File: src/rtl/exibe_sequencia_leds.sv
// Plays the stored game sequence on the LEDs, from address 0 up to a latched round limit.
// Each entry is lit for T_ON cycles and then dark for T_OFF cycles. The ROM read is synchronous.
module exibe_sequencia_leds #(
  parameter int T_ON   = 500,
  parameter int T_OFF  = 250,
  parameter int ADDR_W = 4
) (
  input  logic              clock,
  input  logic              reset,
  input  logic              iniciar,
  input  logic [ADDR_W-1:0] limite,
  input  logic [3:0]        dado_memoria,
  output logic [ADDR_W-1:0] endereco,
  output logic [3:0]        leds,
  output logic              exibindo,
  output logic              pronto,
  output logic [3:0]        db_estado
);

  // Handshake: iniciar is a level request that is accepted only in INICIAL. There is no ready signal.
  // pronto is a single-cycle completion strobe that the consumer must catch, because nothing holds it.
  localparam int T_MAX = (T_ON > T_OFF) ? T_ON : T_OFF;
  localparam int CNT_W = $clog2(T_MAX + 1);

  typedef enum logic [3:0] {
    INICIAL = 4'd0,
    LE      = 4'd1,
    CAPTURA = 4'd2,
    MOSTRA  = 4'd3,
    APAGA   = 4'd4,
    FIM     = 4'd5
  } estado_t;

  estado_t           estado, estado_prox;
  logic [CNT_W-1:0]  tempo;
  logic [ADDR_W-1:0] limite_reg;
  logic              fim_on, fim_off, ultimo;

  assign fim_on  = (tempo == CNT_W'(T_ON - 1));
  assign fim_off = (tempo == CNT_W'(T_OFF - 1));
  assign ultimo  = (endereco == limite_reg);

  always_ff @(posedge clock) begin
    if (reset) estado <= INICIAL;
    else       estado <= estado_prox;
  end

  always_comb begin
    estado_prox = estado;
    case (estado)
      INICIAL: if (iniciar) estado_prox = LE;
      LE:      estado_prox = CAPTURA;
      CAPTURA: estado_prox = MOSTRA;
      MOSTRA:  if (fim_on) estado_prox = APAGA;
      APAGA:   if (fim_off) estado_prox = ultimo ? FIM : LE;
      FIM:     estado_prox = INICIAL;
      default: estado_prox = INICIAL;
    endcase
  end

  // The datapath registers follow the current state. ROM data is captured one cycle after LE.
  always_ff @(posedge clock) begin
    if (reset) begin
      endereco   <= '0;
      limite_reg <= '0;
      leds       <= 4'b0000;
      tempo      <= '0;
    end else begin
      case (estado)
        INICIAL: begin
          if (iniciar) begin
            endereco   <= '0;
            limite_reg <= limite;
          end
        end
        CAPTURA: begin
          leds  <= dado_memoria;
          tempo <= '0;
        end
        MOSTRA: begin
          if (fim_on) begin
            leds  <= 4'b0000;
            tempo <= '0;
          end else begin
            tempo <= tempo + 1'b1;
          end
        end
        APAGA: begin
          if (fim_off) begin
            tempo <= '0;
            if (!ultimo) endereco <= endereco + 1'b1;
          end else begin
            tempo <= tempo + 1'b1;
          end
        end
        default: ;
      endcase
    end
  end

  assign exibindo  = (estado != INICIAL) && (estado != FIM);
  assign pronto    = (estado == FIM);
  assign db_estado = estado;

endmodule

File: config.mk
export PLATFORM = sky130hd
export DESIGN_NAME = exibe_sequencia_leds
export DESIGN_NICKNAME = d
export VERILOG_FILES = /design/src/rtl/exibe_sequencia_leds.sv
export SDC_FILE = /design/constraint.sdc
export NUM_CORES = 1
export LEC_CHECK = 0
export ABC_AREA = 1
export BUFFER_PORTS_ARGS = -buffer_cell sky130_fd_sc_hd__buf_2
export CAP_MARGIN = 20
export CORE_UTILIZATION = 40
export DETAILED_ROUTE_END_ITERATION = 8
export HOLD_SLACK_MARGIN = 0.03
export PLACE_DENSITY = 0.73
export SLEW_MARGIN = 10
export SYNTH_ARGS = -nofsm -noshare
export SYNTH_HDL_FRONTEND = slang
export SYNTH_SLANG_ARGS = --single-unit
File: constraint.sdc
create_clock -name clock -period 1.6 [get_ports clock]
set_input_delay 0 -clock clock [delete_from_list [all_inputs] [get_ports clock]]
set_output_delay 0 -clock clock [all_outputs]
set_load 0.02 [all_outputs]
# [Yosys cells after proc, flatten, opt, wreduce, memory -nomap -nowiden]
# Index checks and enable logic that the tools add are counted.
[word_totals] ff_bits=25 latch_bits=0 ramBits=0 mem_bits_ro=0 in_bits=11 out_inout_bits=14 elab_cells=44 n_memories=0
[classes] addsub=2 n_mul=0 n_div=0 magnitude_cmp=0 eq_ne=13 shifts=0 n_mux=14 bitwise=0 reduce_logical=10
[op_table] cell="2-to-1 mux 4 bit" count=7
[op_table] cell="case mux 9 bit (3 select lines)" count=1
[op_table] cell="case mux 4 bit (5 select lines)" count=1
[op_table] cell="2-to-1 mux 9 bit" count=2
[op_table] cell="case mux 4 bit (2 select lines)" count=2
[op_table] cell="adder 9 x 1 -> 9 bit, second input constant" count=1
[op_table] cell="== test 9 x 8 -> 1 bit, second input constant" count=1
[op_table] cell="== test 9 bit, second input constant" count=1
[op_table] cell="== test 4 x 2 -> 1 bit, second input constant" count=2
[op_table] cell="== test 4 x 3 -> 1 bit, second input constant" count=2
[op_table] cell="!= test 2 bit, second input constant" count=4
[op_table] cell="adder 4 x 1 -> 4 bit, second input constant" count=1
[op_table] cell="== test 4 x 1 -> 1 bit, second input constant" count=1
[op_table] cell="== test 4 bit" count=1
[op_table] cell="zero test 4 bit" count=1
[op_table] cell="!= test 4 x 3 -> 1 bit, second input constant" count=1
[op_table] cell="AND reduction 2 bit" count=2
[op_table] cell="AND reduction 4 bit" count=1
[op_table] cell="nonzero test 2 bit" count=2
[op_table] cell="nonzero test 4 bit" count=1
[op_table] cell="2-to-1 mux 3 bit" count=1
[op_table] cell="AND reduction 3 bit" count=1
[op_table] cell="nonzero test 3 bit" count=1
[op_table] cell="logical AND 1 bit" count=1

# [Depth between registers and ports, before layout]
[depth] ltp_word=4 depth_mapped=11 ltp_nobuf=11

# [Worst setup path before layout]
# No wires, ideal clock.
[synth_timing] path_kind="register to register" from="register tempo[0]" to="register tempo[0]" setup_time_ns=0.115 arrival_time_ns=1.237 t_required_ns=1.485 slack_ns=0.247 path_stages_with_launch=9 path_buffers=0 period_less_slack_ns=1.353 cell_sequence="dfxtp_1 -> ha_1 -> nand2_1 -> nor2_1 -> nand2_1 -> nand2_2 -> nand2_2 -> o21ai_0 -> inv_1"
[synth_between] elab_chain_cells=3 elab_cells_between_ends=6 cone_classes="add/sub: 1; eq/ne: 2; mux: 3"
[synth_lines] item="start: declaration" line="35" rtl="logic [CNT_W-1:0] tempo;"
[synth_lines] item="start signal: assignment" line="85" rtl="tempo <= tempo + 1'b1;"
[synth_lines] item="start signal: assignment" line="93" rtl="tempo <= tempo + 1'b1;"
[synth_lines] item="adder 9 x 1 -> 9 bit (tied with other cells)" line="85, 93"
[synth_lines] item="2-to-1 mux 9 bit (on tied branches)" line="89, 81"
[synth_lines] item="case mux 9 bit (3 select lines) *" line="69" rtl="case (estado)"
# Mark *: on every way between the ends. The rest lies on a longest branch, timed or not.
# A chain may end at the register's enable or synchronous reset.

# [Worst setup path in the final report]
[layout_timing] from="register tempo[1]" to="register tempo[1]"
# Same word-level chain as after synthesis.

==> flow_summary_export.csv <==
group,metric,value,unit
yosys,synth_edf_count,0,
die,boundaryPins,25,
die,initial_core_util,0.426,
yosys,ys_ff_latch,24,
setup_path,cp_max_fo,9,
finish,filler_cell_count,326,
die,fp.dieArea,0.00354,sq mm
clock_network,post_cts_buffers,0,
grt,grt_pass1_vias,1220,
finish,regMostFlops,"tempo",
min_path,hp-class,"input port to flip-flop",
finish,area_growth,24.4,%
run,drv_cap,0,
yosys,syn_area,0.00132,sq mm
place,place_congestion,0.781,
clock_network,cts_inserted_buffers,3,
power_and_ir_drop,power_density,1390,mW/mm^2
yosys,synth.distinct_cells,21,
sta,finalWorstPathRequiredPeriod,1420,ps
drt,wirelength,3.01,mm
place,portBuffers,23,
setup_path,endpoint_kind,"flip-flop",
min_path,worst_hold_path.endpoint,"endereco[1]",
clock_network,clockBufferDepth,2,
finish,antennaDiodeCount,0,
setup_path,crit_path_start_kind,"flip-flop",
place,dp_hpwl,2.14,mm
grt,grtUsageTotal,0.188,
sta,fin_crit_sh,0.890,
min_path,hold_start,"reset",
clock_network,htree_levels,1,
grt,grt_first_pass_wirelength,5.06,mm
sta,grt_setup_unrepaired,"false",
yosys,synth_nets,218,
finish,final_cell_mix,"63 x nand2_1, 23 x buf_2, 22 x a21oi_1",
setup_path,cp.required,1820,ps
setup_path,regToRegStartpoint,"tempo[1]",
sta,fmax,0.703,GHz
finish,fin_nets,256,
outcome,status,"finished clean",
yosys,synthFlopType,"dfxtp_1",
yosys,ys_warn_count,0,
drt,num_vias,1348,
drt,drc,0,
sta,tns,0,ps
sta,slew_violations,0,
min_path,hold_depth,2,
finish,final_common_cell,"nand2_1",
yosys,synth.area.top_cells,"dfxtp_1 36%, nand2_1 18%, a21oi_1 8.3%, nor2_1 6.3%, inv_1 6.0%",
setup_path,rrSetupSlack,180,ps
drt,drtAntennaViolNets,0,
power_and_ir_drop,vdd_drop_max,0.402,mV
clock_network,clock_latency,310,ps
die,core,0.00310,sq mm
setup_path,reg2reg_to,"tempo[1]",
clock_network,clkTransAtPathRegs,130,ps
clock_network,cts_tree,"yes",
grt,overflow,0,
drt,dr.pass1.iters,5,
die,die_w,59.5,um
die,std_cell_rows,20,
yosys,yosys.area.top_type,"dfxtp_1",
yosys,synth_top_area_share,0.364,
drt,viasPerCell,4.73,
yosys,synth_area_per_cell,6.48,sq um
power_and_ir_drop,leakagePower,0.734,nW
finish,drive_above_1_share,0.203,
setup_path,r2r_cells,11,
clock_network,cts-root-buf,"clkbuf_4",
die,die_y,59.5,um
yosys,async_flop_share,0,
drt,wire_per_inst,10.6,um
drt,drt_iter0_drc,74,
yosys,yosysSeqAreaShare,0.364,
clock_network,clock_sinks,24,
power_and_ir_drop,power.total,0.00228,W
finish,largest_reg_flops,9,
sta,fin_skew,5.46,ps
sta,hold_viol_final,0,
grt,grt_max_degree,17,
yosys,netlist_instances,204,
grt,antenna_found_initial,0,
setup_path,cp_data_arrival_time,1650,ps
sta,setup_viol,0,
setup_path,path_class,"flip-flop to flip-flop",
[worst max path at each step]
| stage | start | slack, ps | cells after the start | to |
|---|---|---|---|---|
| after floorplan | tempo[0] | 250 | 8 | tempo[0] |
| after global placement | tempo[0] | 190 | 10 | tempo[1] |
| after detailed placement | tempo[0] | 130 | 10 | tempo[1] |
| after CTS | tempo[0] | 90 | 10 | tempo[1] |
| after global routing | tempo[0] | 5 | 8 | tempo[0] |
| final | tempo[1] | 180 | 11 | tempo[1] |
[kinds of logic (layout without fill, tap and decap cells)]
group	after synthesis	after routing	synth area share
other	1	1	0.00284
DFF	24	24	0.364
adders and majority gates	3	3	0.0284
AOI/OAI and AO/OA	35	35	0.140
and+or+nand+nor	112	112	0.368
xor gates and xnor gates	3	3	0.0199
buffers and inverters	26	63	0.0767
[cells in the mapped netlist, types with 2 or more instances]
cell / count
nand2_1: 63
dfxtp_1: 24
a21oi_1: 22
nor2_1: 22
inv_1: 21
nand3_1: 14
nand2_2: 6
o21ai_1: 5
o211ai_1: 4
o21ai_0: 4
ha_1: 3
nand3_2: 3
clkbuf_1: 2
inv_2: 2
nand4_1: 2
xnor2_1: 2
[metrics by stage]
stage / cells / cell area [sq um] / hold slack (ps) / utilization / setup slack [ps]
2_1_floorplan: 204 / 1320 / 149 / - / 247
3_3_place_gp: 272 / 1510 / 260 / 0.485 / 185
3_5_place_dp: 272 / 1510 / 260 / 0.485 / 130
4_1_cts: 285 / 1630 / 49.3 / 0.526 / 94.1
5_1_grt: 285 / 1640 / 41.8 / 0.530 / 5.32
6_report: 285 / 1640 / 49.4 / 0.530 / 177
[where the power goes]
part / total [W] / switching (W) / internal, W
clock network: 0.000318 / 0.000180 / 0.000139
logic: 0.00112 / 0.000726 / 0.000392
registers: 0.000841 / 0.000121 / 0.000720
total: 0.00228 / 0.00103 / 0.00125
[worst max-delay path, stage by stage (launching register included)]
cell,delay [ps]
dfxtp_2,350
inv_1,70
ha_1,140
nand2_1,60
nor2_1,140
nand2_1,70
nand2_1,110
nand2_2,140
nand2_1,90
o21ai_1,70
nand2_1,50
inv_1,40
[what timing repair did]
action | 4_1_cts | 5_1_grt
endpoints found under the hold margin | 8 | 0
resized for setup | 0 | 6
setup endpoints to repair | 0 | 8
hold buffers | 9 | 0
[metal layers]
metal,vias up,routed length (um),track usage
met1,602,1490,0.237
met3,4,71,0.0262
met5,-,0,0
li1,721,-,-
met2,21,1420,0.324
met4,0,28,0.0646
[area by class of cell]
class / instances / area (sq um) / share of cell area
inverters: 23 / 86.3 / 0.0525
multi-input cells: 154 / 744 / 0.453
flip-flops and latches: 24 / 487 / 0.296
clock buffers: 4 / 36.3 / 0.0221
repair buffers: 36 / 235 / 0.143
well taps: 44 / 55.1 / 0.0335
(Power assumes the default switching activity.)
